$ cat src/rtl/nota_uart_framer.sv
// Sends each new note code as a 4-byte checksummed 8N1 UART frame:
// header, code byte, sequence and XOR. Also resends on keepalive, keeps one pending code and counts drops.
module nota_uart_framer #(
  parameter int unsigned CLK_FREQ         = 25_000_000,
  parameter int unsigned BAUD_RATE        = 115200,
  parameter int unsigned KEEPALIVE_CYCLES = 25_000_000,
  parameter logic [7:0]  HEADER           = 8'hA5
) (
  input  logic        clk,
  input  logic        rst_n,
  input  logic [2:0]  codigo,
  input  logic        codigo_valid,
  output logic        uart_tx,
  output logic        busy,
  output logic [15:0] frames_sent,
  output logic [7:0]  drop_count
);

  localparam int unsigned BIT_TIME = CLK_FREQ / BAUD_RATE;
  localparam int TW = $clog2(BIT_TIME + 1);
  localparam int KW = $clog2(KEEPALIVE_CYCLES + 1);
  localparam logic [TW-1:0] BIT_LAST = TW'(BIT_TIME - 1);
  localparam logic [KW-1:0] KA_LAST  = KW'(KEEPALIVE_CYCLES - 1);

  typedef enum logic [1:0] {
    IDLE  = 2'd0,
    START = 2'd1,
    DATA  = 2'd2,
    STOP  = 2'd3
  } state_t;

  function automatic logic [7:0] code_byte(input logic [2:0] code);
    logic [7:0] b;
    case (code)
      3'd2:    b = 8'h00;
      3'd3:    b = 8'h02;
      3'd4:    b = 8'h04;
      default: b = 8'h80;
    endcase
    return b;
  endfunction

  function automatic logic [7:0] xor_sum(input logic [23:0] body);
    return body[7:0] ^ body[15:8] ^ body[23:16];
  endfunction

  // Byte 0 sits in the low bits so the byte index selects it directly.
  function automatic logic [31:0] build_frame(input logic [2:0] code, input logic [7:0] seq);
    logic [23:0] body;
    body = {seq, code_byte(code), HEADER};
    return {xor_sum(body), body};
  endfunction

  state_t         state_r, state_n;
  logic [TW-1:0]  timer_r, timer_n;
  logic [1:0]     byte_r, byte_n;
  logic [2:0]     bit_r, bit_n;
  logic           tx_r, tx_n;
  logic           busy_r, busy_n;
  logic [31:0]    frame_r;
  logic [7:0]     seq_r;
  logic [2:0]     last_code_r;
  logic           last_v_r;
  logic [2:0]     pend_code_r;
  logic           pend_v_r;
  logic [KW-1:0]  ka_r;
  logic [15:0]    frames_r;
  logic [7:0]     drop_r;

  logic           new_code_s;
  logic           ka_exp_s;
  logic           bit_end_s;
  logic           chain_s;
  logic           start_s;
  logic           done_s;
  logic [2:0]     start_code_s;
  logic [7:0]     cur_byte_s;
  logic [2:0]     next_bit_s;

  assign new_code_s = codigo_valid && (!last_v_r || (codigo != last_code_r));
  assign ka_exp_s   = last_v_r && (ka_r == KA_LAST);
  assign bit_end_s  = (timer_r == BIT_LAST);
  assign chain_s    = new_code_s || (pend_v_r && (pend_code_r != last_code_r));
  assign cur_byte_s = frame_r[{byte_r, 3'b000} +: 8];
  assign next_bit_s = bit_r + 3'd1;

  // Next-state, bit timing and next line level for the serializer.
  always_comb begin
    state_n      = state_r;
    timer_n      = timer_r + TW'(1);
    byte_n       = byte_r;
    bit_n        = bit_r;
    tx_n         = tx_r;
    busy_n       = busy_r;
    start_s      = 1'b0;
    done_s       = 1'b0;
    start_code_s = last_code_r;
    case (state_r)
      IDLE: begin
        timer_n = TW'(0);
        tx_n    = 1'b1;
        busy_n  = 1'b0;
        if (new_code_s || ka_exp_s) begin
          start_s      = 1'b1;
          start_code_s = new_code_s ? codigo : last_code_r;
          state_n      = START;
          tx_n         = 1'b0;
          busy_n       = 1'b1;
          byte_n       = 2'd0;
        end else begin
          state_n = IDLE;
        end
      end
      START: begin
        if (bit_end_s) begin
          state_n = DATA;
          timer_n = TW'(0);
          bit_n   = 3'd0;
          tx_n    = cur_byte_s[0];
        end else begin
          state_n = START;
        end
      end
      DATA: begin
        if (bit_end_s) begin
          timer_n = TW'(0);
          if (bit_r == 3'd7) begin
            state_n = STOP;
            tx_n    = 1'b1;
          end else begin
            bit_n = next_bit_s;
            tx_n  = cur_byte_s[next_bit_s];
          end
        end else begin
          state_n = DATA;
        end
      end
      STOP: begin
        if (bit_end_s) begin
          timer_n = TW'(0);
          if (byte_r != 2'd3) begin
            byte_n  = byte_r + 2'd1;
            state_n = START;
            tx_n    = 1'b0;
          end else begin
            done_s = 1'b1;
            // A strobe landing on the final stop cycle wins over the older pending code.
            if (chain_s) begin
              start_s      = 1'b1;
              start_code_s = new_code_s ? codigo : pend_code_r;
              state_n      = START;
              tx_n         = 1'b0;
              byte_n       = 2'd0;
            end else begin
              state_n = IDLE;
              tx_n    = 1'b1;
              busy_n  = 1'b0;
            end
          end
        end else begin
          state_n = STOP;
        end
      end
      default: begin
        state_n = IDLE;
        timer_n = TW'(0);
        tx_n    = 1'b1;
        busy_n  = 1'b0;
      end
    endcase
  end

  // Serializer state and registered line outputs.
  always_ff @(posedge clk or negedge rst_n) begin
    if (!rst_n) begin
      state_r <= IDLE;
      timer_r <= TW'(0);
      byte_r  <= 2'd0;
      bit_r   <= 3'd0;
      tx_r    <= 1'b1;
      busy_r  <= 1'b0;
    end else begin
      state_r <= state_n;
      timer_r <= timer_n;
      byte_r  <= byte_n;
      bit_r   <= bit_n;
      tx_r    <= tx_n;
      busy_r  <= busy_n;
    end
  end

  // Frame contents, sequence, last code and keepalive timer, all refreshed at frame start.
  always_ff @(posedge clk or negedge rst_n) begin
    if (!rst_n) begin
      frame_r     <= 32'h0000_0000;
      seq_r       <= 8'd0;
      last_code_r <= 3'd0;
      last_v_r    <= 1'b0;
      ka_r        <= KW'(0);
    end else if (start_s) begin
      frame_r     <= build_frame(start_code_s, seq_r);
      seq_r       <= seq_r + 8'd1;
      last_code_r <= start_code_s;
      last_v_r    <= 1'b1;
      ka_r        <= KW'(0);
    end else if (last_v_r && (ka_r != KA_LAST)) begin
      ka_r <= ka_r + KW'(1);
    end
  end

  // One-deep pending slot, drop and frame counters.
  always_ff @(posedge clk or negedge rst_n) begin
    if (!rst_n) begin
      pend_code_r <= 3'd0;
      pend_v_r    <= 1'b0;
      drop_r      <= 8'd0;
      frames_r    <= 16'd0;
    end else begin
      if (start_s) begin
        pend_v_r <= 1'b0;
      end else if ((state_r != IDLE) && new_code_s) begin
        pend_v_r    <= 1'b1;
        pend_code_r <= codigo;
      end
      if ((state_r != IDLE) && new_code_s && pend_v_r && (drop_r != 8'hFF)) begin
        drop_r <= drop_r + 8'd1;
      end
      if (done_s) begin
        frames_r <= frames_r + 16'd1;
      end
    end
  end

  assign uart_tx     = tx_r;
  assign busy        = busy_r;
  assign frames_sent = frames_r;
  assign drop_count  = drop_r;

endmodule

$ cat config.mk
export PLATFORM = sky130hd
export DESIGN_NAME = nota_uart_framer
export DESIGN_NICKNAME = d
export VERILOG_FILES = /design/src/rtl/nota_uart_framer.sv
export SDC_FILE = /design/constraint.sdc
export NUM_CORES = 1
export LEC_CHECK = 0
export ABC_AREA = 1
export BUFFER_PORTS_ARGS = -buffer_cell sky130_fd_sc_hd__buf_2
export CAP_MARGIN = 20
export CORE_MARGIN = 1
export CORE_UTILIZATION = 45
export CTS_BUF_LIST = sky130_fd_sc_hd__clkbuf_8
export DETAILED_ROUTE_END_ITERATION = 6
export SLEW_MARGIN = 20
export SYNTH_ARGS = -nofsm -noshare
export SYNTH_HDL_FRONTEND = slang
export SYNTH_SLANG_ARGS = --single-unit
$ cat constraint.sdc
create_clock -name clk -period 2.3 [get_ports clk]
set_clock_uncertainty 0.05 [all_clocks]
set_input_delay 0.575 -clock clk [delete_from_list [all_inputs] [get_ports clk]]
set_output_delay 0.575 -clock clk [all_outputs]
set_load 0.005 [all_outputs]
* After elaboration in Yosys (flattened, before gate mapping)
Index checks and enable logic that the tools add are counted. W data, S select, Z words.
Word-level totals: bits in writable memories 0, ROM bits 0, register bits 110, bits in latches 0, output and inout bits 26, memories 0
Operators by class: bitwise operators 3, equal/unequal tests 23, div/mod/pow operators 0, multipliers 0, add/sub/neg operators 7, magnitude comparators 1, reduce and logical (&&, ||, !) cells 23, mux-type cells 54, shift-type cells 1
Operators with widths (number):
- $mux W25 | 2
- $shiftx A32 B6 Y8 | 1
- $mux W3 | 9
- $add A25 B1 Y25 const B | 1
- $eq A25 B25 Y1 const B | 1
- $ne A25 B25 Y1 const B | 1
- $add A8 B1 Y8 const B | 3
- $pmux W8 S3 | 1
- $mux W1 | 23
- $add A16 B1 Y16 const B | 1
- $mux W2 | 8
- $mux W8 | 2
- $ne A2 B2 Y1 const B | 8
- $pmux W8 S2 | 1
- $pmux W3 S2 | 2
- $reduce_and A4 Y1 | 3
- $reduce_bool A2 Y1 | 5
- $eq A8 B8 Y1 const B | 1
- $ne A8 B8 Y1 const B | 1
- $pmux W2 S4 | 1
- $xor A8 B8 Y8 | 1
- $logic_and A1 B1 Y1 | 7
- $eq A3 B2 Y1 const B | 2
- $eq A3 B3 Y1 const B | 2
- other kinds (19) | 25

* Depth between registers and ports, before layout
depth after elaboration 13, gate-level depth with buffers 16, depth with buffers taken out 16

* Worst setup path after synthesis
Ideal clock, no wire load.
kind reg-to-reg, start point register timer_r[0], end point register frames_r[14] (netlist: frames_sent[14]), setup time 123 ps, buffers on the path 0, arrival time 1849 ps, required time 2127 ps, clock period less this slack 2022 ps, cell stages (with the launch flop) 15, setup slack 278 ps, cell sequence dfrtp_1 inv_1 ha_1 nand2_1 nor2_1 nand2_2 nor3_4 nand3_2 nor2_4 nand2_2 nor2_4 nand2_2 nor2_4 nand2_2 xnor2_1
Between the ends: cells in the longest elaborated chain, start to end 3
Ends and longest elaborated chain:
- start, declared | line 55 | logic [TW-1:0] timer_r, timer_n;
- start signal, assigned | line 184 | timer_r <= timer_n;
- $eq A8 B8 Y1 | line 82 | assign bit_end_s = (timer_r == BIT_LAST);
- $mux W1 | line 139 | if (bit_end_s) begin
- $mux W1 | line 98 | case (state_r)
- end signal, assigned | line 229 | frames_r <= frames_r + 16'd1;
- end, declared | line 67 | logic [15:0] frames_r;
Every way passes these cells. A chain may end at the register's enable or synchronous reset.

* Worst setup path in the final report
start point register timer_r[0], end point register frames_r[15] (netlist: frames_sent[15])
The elaborated chain is that of the path after synthesis.

==> run_results.csv <==
group,metric,value,unit
finish,combined_area_of_the_multi_input_logic_cells,2440,sq um
global_route,pin_count_of_the_biggest_net_entering_global_routing,40,
run_status,status,"finished, final reports clean",
yosys,synth_compound_area_share,10.1,%
yosys,yosys_warnings,0,
placed_design,gp_congestion,0.832,
finish,sequential_cell_area,2430,sq um
global_route,globalRouteMet2Util,32.2,%
setup_path,r2r_start,"timer_r[0]$_DFF_PN0_",
finish,postLayoutCellArea,6140,sq um
timing,finalCritPeriodShare,99.2,%
timing,setup_tns,0,ns
timing,maxSlewViolCount,0,
setup_path,worst-r2r-setup-slack,0.02,ns
yosys,synth_area,5190,sq um
routing,firstDrtPassIters,4,
clock_tree,root_buffer,"sky130_fd_sc_hd__clkbuf_8",
timing,max_slew_headroom,68.1,%
timing,setup_viol_count_final,0,
routing,drc,0,
pwr,total_leakage_power,0.00325,uW
yosys,syn_inst,637,
yosys,synth.distinct_cells,39,
clock_tree,htreeDepth,3,
routing,routed_wirelength,10800,microns
yosys,yosys.area_share.xor_xnor,6.24,%
clock_tree,cts_buffers,9,
placed_design,dp.cells,831,
finish,layout.cells.most_common_list,"134 x sky130_fd_sc_hd__nand2_1, 95 x sky130_fd_sc_hd__dfrtp_1, 79 x sky130_fd_sc_hd__inv_1",
timing,final.hold.worst_slack,0.0641,ns
finish,drive_gt1_share,19.4,%
global_route,use_met3,4.21,%
floorplanning,die_w,109,microns
timing,post-route-min-period,2.28,ns
clock_tree,clk_latency,0.38,ns
min_path,hold_class,"input port to asynchronous set/reset pin",
global_route,grt_antenna_before_repair,0,
setup_path,rr_worst_depth,14,
finish,nets,732,
setup_path,required,2.55,ns
timing,achievable-frequency,438,MHz
timing,max_slew.worst_pin.slew,0.473,ns
pwr,power-per-cell-area,572,nW/um^2
routing,viasPerCell,4.95,
floorplanning,placeableCoreArea,11000,sq um
clock_tree,clk_transition_reported_paths,0.09,ns
setup_path,worstReg2RegEnd,"frames_sent[15]$_DFFE_PN0P_",
yosys,synth-seq-cells,97,
clock_tree,clock_path_buffers,2,
global_route,overflow,0,
setup_path,worstSetupEndpointType,"flip-flop",
setup_path,path_class,"flip-flop to flip-flop",
routing,vias,4248,
placed_design,post_dp_cell_area,5730,sq um
job,max_cap_viol_count,0,
global_route,vias_in_the_first_global_route,4082,
placed_design,portBuffers,31,
global_route,global_route.usage.met1,26.4,%
routing,antenna_left,0,
finish,num-fill-cells,1007,
yosys,synth_seq_area_share,46.8,%
global_route,global_route.peak_usage_layer,"met2",
routing,detail_route.iter0.violations,189,
floorplanning,floorplan.rows,38,
routing,post_drt_wl_per_cell,12.6,microns
floorplanning,top_level_pins,32,
clock_tree,cts-hold-fix-buffers,0,
global_route,grt_first_pass_wirelength,18500,microns
setup_path,worst-endpoint-arrival,2.53,ns
yosys,synth_adder_area_share,3.13,%
yosys,synth.net_count,656,
timing,rsz_0062_raised_after_global_routing,"true",
floorplanning,die-height,109,microns
finish,final-instance-count-excl-fill,858,
yosys,syn-mean-instance-area,8.15,sq um
finish,layout-area-overhead-vs-synth,18.4,%
timing,final-hold-violation-count,0,
yosys,share_of_cell_area_taken_by_muxes_after_synthesis,0.217,%
pwr,worst_voltage_drop_across_the_vdd_grid,0.330,mV
finish,final_common_cell,"sky130_fd_sc_hd__nand2_1",
global_route,overall_global_routing_resource_usage,19.8,%
setup_path,setup.worst_path.start_class,"flip-flop",
setup_path,crit_path_max_fanout,6,
floorplanning,dieArea,12000,sq um
finish,fin_util,55.7,%
yosys,dominant_combinational_cell_family_by_area_after_synthesis,"simple AND/OR/NAND/NOR gates",
clock_tree,tritoncts_clock_tree,"yes",
floorplanning,initial_utilization,47.1,%
finish,diodes,0,
placed_design,place.detailed.hpwl,8060,microns
yosys,post_synth_and_or_nand_nor_area_fraction,26.2,%
clock_tree,tritoncts_num_sinks,97,
## routing by layer
layer | share of wire (%) | up-vias
met5 | 0 | -
met1 | 48 | 1968
met3 | 2.8 | 15
li1 | - | 2210
met4 | 1.8 | 0
met2 | 47 | 55
## registers in the layout, summed over array words and instances, names as in the netlist, 3 cells and up
| register | count |
|---|---|
| frames_sent | 16 |
| last_code_r | 3 |
| seq_r | 8 |
| ka_r | 25 |
| bit_r | 3 |
| pend_code_r | 3 |
| timer_r | 8 |
| frame_r | 16 |
| drop_count | 8 |
## critical path, stage by stage (launching register included)
cell and delay [ns]:
sky130_fd_sc_hd__dfrtp_1 0.40, sky130_fd_sc_hd__inv_2 0.09, sky130_fd_sc_hd__ha_4 0.14, sky130_fd_sc_hd__nand2_2 0.05, sky130_fd_sc_hd__nor2_2 0.11, sky130_fd_sc_hd__nand2_2 0.12, sky130_fd_sc_hd__nor3_4 0.31, sky130_fd_sc_hd__buf_6 0.15
sky130_fd_sc_hd__nand4_4 0.08, sky130_fd_sc_hd__nor2_4 0.14, sky130_fd_sc_hd__nand2_2 0.09, sky130_fd_sc_hd__nor2_4 0.14, sky130_fd_sc_hd__nand2_2 0.08, sky130_fd_sc_hd__nor2_2 0.12, sky130_fd_sc_hd__xor2_1 0.15
## logic make-up after synthesis
family,Yosys count
XOR/XNOR,37
AO/OA/AOI/OAI,96
multiplexers,1
AND/OR/NAND/NOR,297
adder cells (fa/ha/maj),13
flip-flops,97
buffers and inverters,96
## Yosys cell counts
library cell	instances	area, sq um
sky130_fd_sc_hd__nor3_4	1	16.3
sky130_fd_sc_hd__nor2_2	5	31.3
sky130_fd_sc_hd__inv_2	5	18.8
sky130_fd_sc_hd__dfstp_2	1	26.3
sky130_fd_sc_hd__nand2_2	9	56.3
sky130_fd_sc_hd__o21ai_0	38	190
sky130_fd_sc_hd__nor4_1	2	12.5
sky130_fd_sc_hd__buf_6	1	11.3
sky130_fd_sc_hd__nand3_1	39	195
sky130_fd_sc_hd__a311oi_1	1	8.76
sky130_fd_sc_hd__clkbuf_1	1	3.75
sky130_fd_sc_hd__o21ai_1	7	35.0
sky130_fd_sc_hd__o21bai_1	4	30.0
sky130_fd_sc_hd__xnor2_1	14	123
sky130_fd_sc_hd__and3_1	2	12.5
sky130_fd_sc_hd__nand2_4	2	22.5
sky130_fd_sc_hd__o31ai_1	2	15.0
sky130_fd_sc_hd__o211ai_1	3	22.5
sky130_fd_sc_hd__nor2_1	65	244
sky130_fd_sc_hd__nor2_4	5	56.3
sky130_fd_sc_hd__a31oi_1	3	18.8
sky130_fd_sc_hd__a21oi_2	2	17.5
sky130_fd_sc_hd__dfrtp_1	96	2400
sky130_fd_sc_hd__nand4_1	10	62.6
sky130_fd_sc_hd__nor3_1	16	80.1
sky130_fd_sc_hd__ha_1	13	163
sky130_fd_sc_hd__mux2_2	1	11.3
sky130_fd_sc_hd__nand3_2	2	20.0
sky130_fd_sc_hd__buf_2	5	25.0
sky130_fd_sc_hd__nand2_1	135	507
sky130_fd_sc_hd__xor2_1	23	201
sky130_fd_sc_hd__nand4_2	2	25.0
sky130_fd_sc_hd__inv_4	1	6.26
sky130_fd_sc_hd__inv_1	81	304
sky130_fd_sc_hd__a21oi_1	34	170
sky130_fd_sc_hd__buf_4	1	7.51
sky130_fd_sc_hd__a211oi_1	2	15.0
sky130_fd_sc_hd__clkinv_1	1	3.75
sky130_fd_sc_hd__nor3_2	2	20.0
## per-stage QoR
| stage | total power, uW | setup WS [ns] |
|---|---|---|
| after floorplan | 1970 | 0.278 |
| after global placement | 2100 | 0.0224 |
| after detailed placement | 2110 | -0.00849 |
| after CTS | 3560 | 0.0432 |
| after global routing | 3680 | -0.140 |
| final | 3510 | 0.0195 |
## where the power goes
group          total (uW)  switching [uW]  internal (uW)
registers            1830            68.8           1760
clock network        1440             610            833
logic                 238             130            108
total                3510             809           2700
## final cells by class
class                   instances  area share [%]
inverters                      88            5.46
well taps                     140            2.85
clock buffers                   9            2.02
clock inverters                 7            2.32
multi-input cells             444            39.6
flip-flops and latches         97            39.5
repair buffers                 73            8.17
## worst max-delay path by stage
stage / startpoint / end / slack (ns) / cells after the start
final: timer_r[0]$_DFF_PN0_ / frames_sent[15]$_DFFE_PN0P_ / 0.02 / 14
after global routing: timer_r[0]$_DFF_PN0_ / frames_sent[15]$_DFFE_PN0P_ / -0.14 / 14
after detailed placement: codigo[0] / frame_r[15]$_DFFE_PN0P_ / -0.008 / 15
after floorplan: timer_r[0]$_DFF_PN0_ / frames_sent[14]$_DFFE_PN0P_ / 0.28 / 14
after CTS: timer_r[0]$_DFF_PN0_ / frame_r[15]$_DFFE_PN0P_ / 0.04 / 15
after global placement: codigo[0] / frame_r[15]$_DFFE_PN0P_ / 0.02 / 15
## repair_timing
action	4_1_cts	5_1_grt
setup endpoints to repair	0	42
gates resized for setup	0	18
setup buffers	0	11
Power figures use the tool's default switching activity.
